==> config.mk <==
export PLATFORM = sky130hd
export DESIGN_NAME = prng_stream
export DESIGN_NICKNAME = d
export VERILOG_FILES = /design/src/rtl/prng_pkg.sv /design/src/rtl/lfsr_galois_step.sv /design/src/rtl/prng_stream.sv
export SDC_FILE = /design/constraint.sdc
export NUM_CORES = 1
export LEC_CHECK = 0
export ABC_CLOCK_PERIOD_IN_PS = 2400
export BUFFER_PORTS_ARGS = -buffer_cell sky130_fd_sc_hd__buf_2
export CAP_MARGIN = 10
export CORE_MARGIN = 10
export CORE_UTILIZATION = 52
export DETAILED_ROUTE_END_ITERATION = 8
export PLACE_DENSITY = 0.77
export SETUP_SLACK_MARGIN = 0.02
export SKIP_CTS_REPAIR_TIMING = 1
export SLEW_MARGIN = 25
export SYNTH_ARGS = -nofsm -noshare
export SYNTH_HDL_FRONTEND = slang
export SYNTH_SLANG_ARGS = --single-unit
==> constraint.sdc <==
create_clock -name clk_i -period 2.4 [get_ports clk_i]
set_clock_uncertainty 0.2 [all_clocks]
set_input_delay 0.6 -clock clk_i [delete_from_list [all_inputs] [get_ports clk_i]]
set_output_delay 0.6 -clock clk_i [all_outputs]
set_load 0.03 [all_outputs]
==> src/rtl/prng_pkg.sv <==
// ---------------------------------------------------------------------------
// prng_pkg
//   Shared definitions for the pseudo-random stream generator:
//     - state_e        : generator control state (UNSEEDED / RUN)
//     - MODE_*         : encodings of the mode_i output-range selector
//     - DEFAULT_TAPS_8 : Galois feedback mask for x^8+x^6+x^5+x^4+1
// ---------------------------------------------------------------------------
package prng_pkg;

   // Control state. The encoding is kept one bit wide so the register can be
   // read directly as the "seeded" flag.
   typedef enum logic [0:0] {
      ST_UNSEEDED = 1'b0,
      ST_RUN      = 1'b1
   } state_e;

   // Output range selector
   localparam logic [1:0] MODE_FULL    = 2'd0;  // full OUT_WIDTH range
   localparam logic [1:0] MODE_QUAD    = 2'd1;  // 0..3
   localparam logic [1:0] MODE_NONZERO = 2'd2;  // 1..2^OUT_WIDTH-1
   localparam logic [1:0] MODE_RSVD    = 2'd3;  // behaves as MODE_FULL

   // Maximal-length 8-bit Galois mask: x^8+x^6+x^5+x^4+1
   localparam logic [7:0] DEFAULT_TAPS_8 = 8'hB8;

endpackage : prng_pkg

==> src/rtl/lfsr_galois_step.sv <==
// ---------------------------------------------------------------------------
// lfsr_galois_step
//   Purely combinational single step of a right-shifting Galois LFSR:
//     next = state >> 1, XORed with TAPS when the bit shifted out is 1.
//
//   Parameters
//     WIDTH   : LFSR state width
//     TAPS    : feedback mask applied when state_i[0] = 1
//   Ports
//     state_i : current LFSR state
//     next_o  : state after one step
// ---------------------------------------------------------------------------
module lfsr_galois_step #(
   parameter int unsigned             WIDTH = 8,
   parameter logic [WIDTH-1:0]        TAPS  = 8'hB8
) (
   input  logic [WIDTH-1:0] state_i,
   output logic [WIDTH-1:0] next_o
);

   logic [WIDTH-1:0] shifted;
   logic [WIDTH-1:0] feedback;

   always_comb begin
      shifted  = state_i >> 1;
      feedback = state_i[0] ? TAPS : '0;
      next_o   = shifted ^ feedback;
   end

endmodule : lfsr_galois_step

==> src/rtl/prng_stream.sv <==
// ---------------------------------------------------------------------------
// prng_stream
//   Seeded Galois-LFSR random number source with a valid/ready output.
//   After a seed is loaded the generator steps once per accepted word and
//   presents a range-shaped number on rand_o. The word is held stable until
//   the consumer takes it.
//
//   Parameters
//     WIDTH        : LFSR state width (4..32)
//     OUT_WIDTH    : output word width (2..WIDTH)
//     TAPS         : Galois feedback mask
//     DEFAULT_SEED : used in place of an all-zero seed (0 is a lock-up state)
//   Ports
//     clk_i        : clock
//     rst_i        : asynchronous, active-low reset
//     seed_valid_i : load seed_i this cycle (overrides any handshake)
//     seed_i       : seed value
//     mode_i       : 0/3 full range, 1 -> 0..3, 2 -> nonzero only
//     rand_ready_i : consumer accepts rand_o
//     rand_valid_o : rand_o holds a valid number
//     rand_o       : random number
//     seeded_o     : a seed has been loaded since reset
//     gen_cnt_o    : number of accepted handshakes (wraps at 16 bits)
// ---------------------------------------------------------------------------
module prng_stream
   import prng_pkg::*;
#(
   parameter int unsigned      WIDTH        = 8,
   parameter int unsigned      OUT_WIDTH    = 8,
   parameter logic [WIDTH-1:0] TAPS         = WIDTH'(DEFAULT_TAPS_8),
   parameter logic [WIDTH-1:0] DEFAULT_SEED = WIDTH'(1)
) (
   input  logic                 clk_i,
   input  logic                 rst_i,
   input  logic                 seed_valid_i,
   input  logic [WIDTH-1:0]     seed_i,
   input  logic [1:0]           mode_i,
   input  logic                 rand_ready_i,
   output logic                 rand_valid_o,
   output logic [OUT_WIDTH-1:0] rand_o,
   output logic                 seeded_o,
   output logic [15:0]          gen_cnt_o
);

   state_e                 state_q, state_d;
   logic [WIDTH-1:0]       lfsr_q, lfsr_d;
   logic [OUT_WIDTH-1:0]   rand_q, rand_d;
   logic                   valid_q, valid_d;
   logic [15:0]            cnt_q, cnt_d;

   logic [WIDTH-1:0]       lfsr_next;
   logic [OUT_WIDTH-1:0]   cand;
   logic                   reject;
   logic                   advance;
   logic                   handshake;

   lfsr_galois_step #(
      .WIDTH (WIDTH),
      .TAPS  (TAPS)
   ) u_step (
      .state_i (lfsr_q),
      .next_o  (lfsr_next)
   );

   // Shape the freshly stepped state into the requested output range.
   // Only the nonzero mode can reject a candidate.
   always_comb begin
      cand   = '0;
      reject = 1'b0;
      case (mode_i)
         MODE_QUAD: begin
            cand[1:0] = lfsr_next[1:0];
         end
         MODE_NONZERO: begin
            cand   = lfsr_next[OUT_WIDTH-1:0];
            reject = (lfsr_next[OUT_WIDTH-1:0] == '0);
         end
         MODE_FULL, MODE_RSVD: begin
            cand = lfsr_next[OUT_WIDTH-1:0];
         end
         default: begin
            cand = lfsr_next[OUT_WIDTH-1:0];
         end
      endcase
   end

   // Step only when the output slot is free or being emptied this cycle;
   // this is what keeps a held word (and the LFSR behind it) frozen.
   always_comb begin
      advance   = (state_q == ST_RUN) && (!valid_q || rand_ready_i);
      handshake = valid_q && rand_ready_i;
   end

   always_comb begin
      state_d = state_q;
      lfsr_d  = lfsr_q;
      rand_d  = rand_q;
      valid_d = valid_q;
      cnt_d   = cnt_q;

      if (seed_valid_i) begin
         // Seed load wins: a pending word is dropped and not counted.
         lfsr_d  = (seed_i == '0) ? DEFAULT_SEED : seed_i;
         valid_d = 1'b0;
         state_d = ST_RUN;
      end else begin
         if (handshake) begin
            cnt_d = cnt_q + 16'd1;
         end
         if (advance) begin
            lfsr_d = lfsr_next;
            if (reject) begin
               valid_d = 1'b0;
            end else begin
               rand_d  = cand;
               valid_d = 1'b1;
            end
         end
      end
   end

   always_ff @(posedge clk_i or negedge rst_i) begin
      if (!rst_i) begin
         state_q <= ST_UNSEEDED;
         lfsr_q  <= '0;
         rand_q  <= '0;
         valid_q <= 1'b0;
         cnt_q   <= '0;
      end else begin
         state_q <= state_d;
         lfsr_q  <= lfsr_d;
         rand_q  <= rand_d;
         valid_q <= valid_d;
         cnt_q   <= cnt_d;
      end
   end

   assign rand_valid_o = valid_q;
   assign rand_o       = rand_q;
   assign seeded_o     = (state_q == ST_RUN);
   assign gen_cnt_o    = cnt_q;

endmodule : prng_stream

==> results.py <==
metrics = {
    "timing": {
        "finalCritPeriodShare_pct": 84.1,
        "slew_headroom_pct": 50.6,
        "setup_violations": 0,
        "hold_slack_ns": 0.120,
        "setup-tns-final_ns": 0,
        "rsz0062_at_grt": "no",
        "drv_slew": 0,
        "fmax_mhz": 496,
        "period_needed_ns": 2.02,
        "hold_violations": 0,
        "setup_ws_ns": 0.383,
        "tightest_slew_ns": 0.740,
    },
    "cells_and_area": {
        "syn_to_final_growth_pct": 19.7,
        "final_nets": 203,
        "antennaDiodeCount": 0,
        "fin_util_pct": 63.9,
        "drive_above_1_share_pct": 32.3,
    },
    "yosys": {
        "syn-cell-area_sq_um": 1590,
        "synthArstFlopShare_pct": 100,
        "yosysUniqueCellTypes": 34,
        "ys_seq_area_share_pct": 53.5,
        "synthTopCellsByArea": "dfrtp_1 (54%), mux2i_1 (7.6%), xnor2_1 (6.6%)",
        "ys_ff_latch": 34,
        "synth.most_common_cell": "dfrtp_1",
        "ys.flop_type": "dfrtp_1",
        "syn_nets": 156,
        "synth_top_area_cell": "dfrtp_1",
        "synth_common_cells": "dfrtp_1 (34), nand2_1 (17), mux2i_1 (12), xnor2_1 (12), inv_1 (11)",
        "syn_inst": 141,
        "yosysWarnings": 0,
        "syn_avg_cell_area_sq_um": 11.3,
        "synth_edf_count": 0,
        "synth_top_area_share_pct": 53.5,
    },
    "routing": {
        "firstDrtPassIters": 4,
        "drc": 0,
        "via_per_inst": 5.31,
        "wl_met3_um": 259,
        "wl_per_cell_um": 15.6,
        "drtIter0Drc": 56,
        "routed.top_layer": "met4",
        "dr_wl_met2_mm": 1.72,
        "drtAntennaViolNets": 0,
        "met1_length_mm": 1.47,
        "wl_mm": 3.46,
        "vias": 1179,
    },
    "power_and_ir_drop": {
        "pwr-share-seq_pct": 49.5,
        "comb_power_share_pct": 28.5,
        "power_leakage_nw": 0.968,
        "finalPower_w": 0.00148,
        "power.share.switching_pct": 36.3,
        "p_clk_share_pct": 22.1,
        "p_int_w": 0.000945,
        "power.switching_w": 0.000538,
        "p_per_area_nw_per_um2": 779,
        "peakVddDrop_v": 0.000421,
    },
    "global_route": {
        "grt_max_degree": 35,
        "overflow": 0,
        "grt_usage_pct": 13.3,
        "grt_first_pass_wirelength_mm": 5.75,
        "antenna_found_initial": 0,
        "grt_pass1_vias": 1238,
    },
    "floorplanning": {
        "rows": 20,
        "fp.dieH_um": 75.3,
        "initial_utilization_pct": 53.4,
        "ios": 40,
        "fp.dieArea_sq_um": 5670,
        "core_area_sq_um": 2980,
        "die_w_um": 75.3,
    },
    "clocking": {
        "cts_num_sinks": 34,
        "cts_made_buffers": 5,
        "clk_pin_slew_ns": 0.10,
        "htreeDepth": 2,
        "cts_tree": "done",
        "clockBufferDepth": 2,
        "cts_root_buf": "clkbuf_4",
        "clk_latency_ns": 0.33,
    },
    "setup_path": {
        "crit_type": "reg2reg",
        "setup.worst_path.end": "rand_o[5]$_DFFE_PN0P_",
        "r2r_end": "rand_o[5]$_DFFE_PN0P_",
        "crit_family": "simple AND/OR/NAND/NOR gates",
        "cp.required_ns": 2.42,
        "worstRegToRegCells": 4,
        "cpMaxStageDelayCell": "or4_4",
        "crit_fanout": 5,
        "path_depth": 4,
        "crit_chain": "or4_4 -> nor4_4 -> nor3_4 -> mux2_4",
        "end_kind": "register",
        "worstSetupStartpointType": "register",
        "cp_num_buf_inv": 0,
        "r2r_slack_ns": 0.38,
        "slowest_delay_ns": 0.54,
        "crit_start": "lfsr_q[3]$_DFFE_PN0P_",
        "r2r_start": "lfsr_q[3]$_DFFE_PN0P_",
        "arrival_ns": 2.04,
    },
    "outcome": {
        "run_status": "complete, no violations",
    },
    "job": {
        "maxCapViolations": 0,
    },
    "place": {
        "gp_congestion": 0.830,
        "port_buffers": 39,
        "place_ws_ns": 0.0832,
        "dp_hpwl_mm": 2.71,
    },
    "min_path": {
        "min-delay-path-class": "in2async",
    },
}
[power groups by stage]
| stage | registers [W] | clock network (W) | logic, W |
|---|---|---|---|
| 4_1_cts | 0.000735 | 0.000335 | 0.000430 |
| 6_report | 0.000734 | 0.000327 | 0.000422 |
| 2_1_floorplan | 0.000862 | 0 | 0.000159 |
| 3_3_place_gp | 0.000735 | 0 | 0.000416 |
| 5_1_grt | 0.000751 | 0.000368 | 0.000460 |
| 3_5_place_dp | 0.000745 | 0 | 0.000429 |
[placed cells by master, fill, tap and decap left out, types with 5 or more instances in the layout]
cell type / synthesis / layout
buf_2: 1 / 39
clkbuf_4: 0 / 5
xnor2_1: 12 / 12
o21ai_1: 7 / 7
buf_4: 1 / 5
nand2_1: 17 / 17
inv_1: 11 / 11
mux2i_1: 12 / 12
dfrtp_1: 34 / 34
xor2_1: 6 / 6
[worst register-to-register path, cell delays in order, from the launching register on]
cell and delay (ns):
dfrtp_1 0.43, or4_4 0.54, nor4_4 0.33, nor3_4 0.09
mux2_4 0.31
[per-stage QoR]
step | std cells | area [sq um]
CTS | 222 | 1900
global placement | 214 | 1840
global route | 222 | 1900
detailed placement | 214 | 1840
floorplan | 141 | 1590
finish | 222 | 1900
[flip-flops by register name, summed over array words and instances, names as in the netlist]
| register | cells |
|---|---|
| rand_o | 8 |
| seeded_o | 1 |
| rand_valid_o | 1 |
| gen_cnt_o | 16 |
| lfsr_q | 8 |
[cells by family after synthesis]
| logic type | count (synthesis) | share of synthesized area (%) |
|---|---|---|
| AND/OR/NAND/NOR | 44 | 16.8 |
| flip-flops | 34 | 53.5 |
| XOR/XNOR | 18 | 9.91 |
| buffers and inverters | 15 | 3.86 |
| multiplexers | 15 | 9.91 |
| AO/OA/AOI/OAI | 14 | 5.27 |
| adder cells (fa/ha/maj) | 1 | 0.787 |
[layout make-up]
type                       instances  area [sq um]
multi-input combinational         92           678
tap                               33          41.3
clock buffer                       7          55.1
sequential                        34           851
inverter                          11          41.3
timing repair buffer              44           233
fill                             249          1070
clock inverter                     1          5.00
[how the worst min path moves through the flow]
stage                                          from                        end  cells after the start
after detailed placement  gen_cnt_o[15]$_DFFE_PN0P_  gen_cnt_o[15]$_DFFE_PN0P_                      1
after global placement    gen_cnt_o[15]$_DFFE_PN0P_  gen_cnt_o[15]$_DFFE_PN0P_                      1
after floorplan                               rst_i   gen_cnt_o[0]$_DFFE_PN0P_                      0
after global routing                          rst_i  gen_cnt_o[14]$_DFFE_PN0P_                      1
final                                         rst_i      rand_o[4]$_DFFE_PN0P_                      1
after CTS                                     rst_i      lfsr_q[7]$_DFFE_PN0P_                      1
[layer usage]
layer | GRT usage, % | up-vias
li1 | - | 574
met1 | 15.4 | 572
met2 | 21.7 | 31
met3 | 6.90 | 2
met4 | 2.47 | 0
met5 | 0 | -
Note: power is estimated with default switching activity, not from simulation.
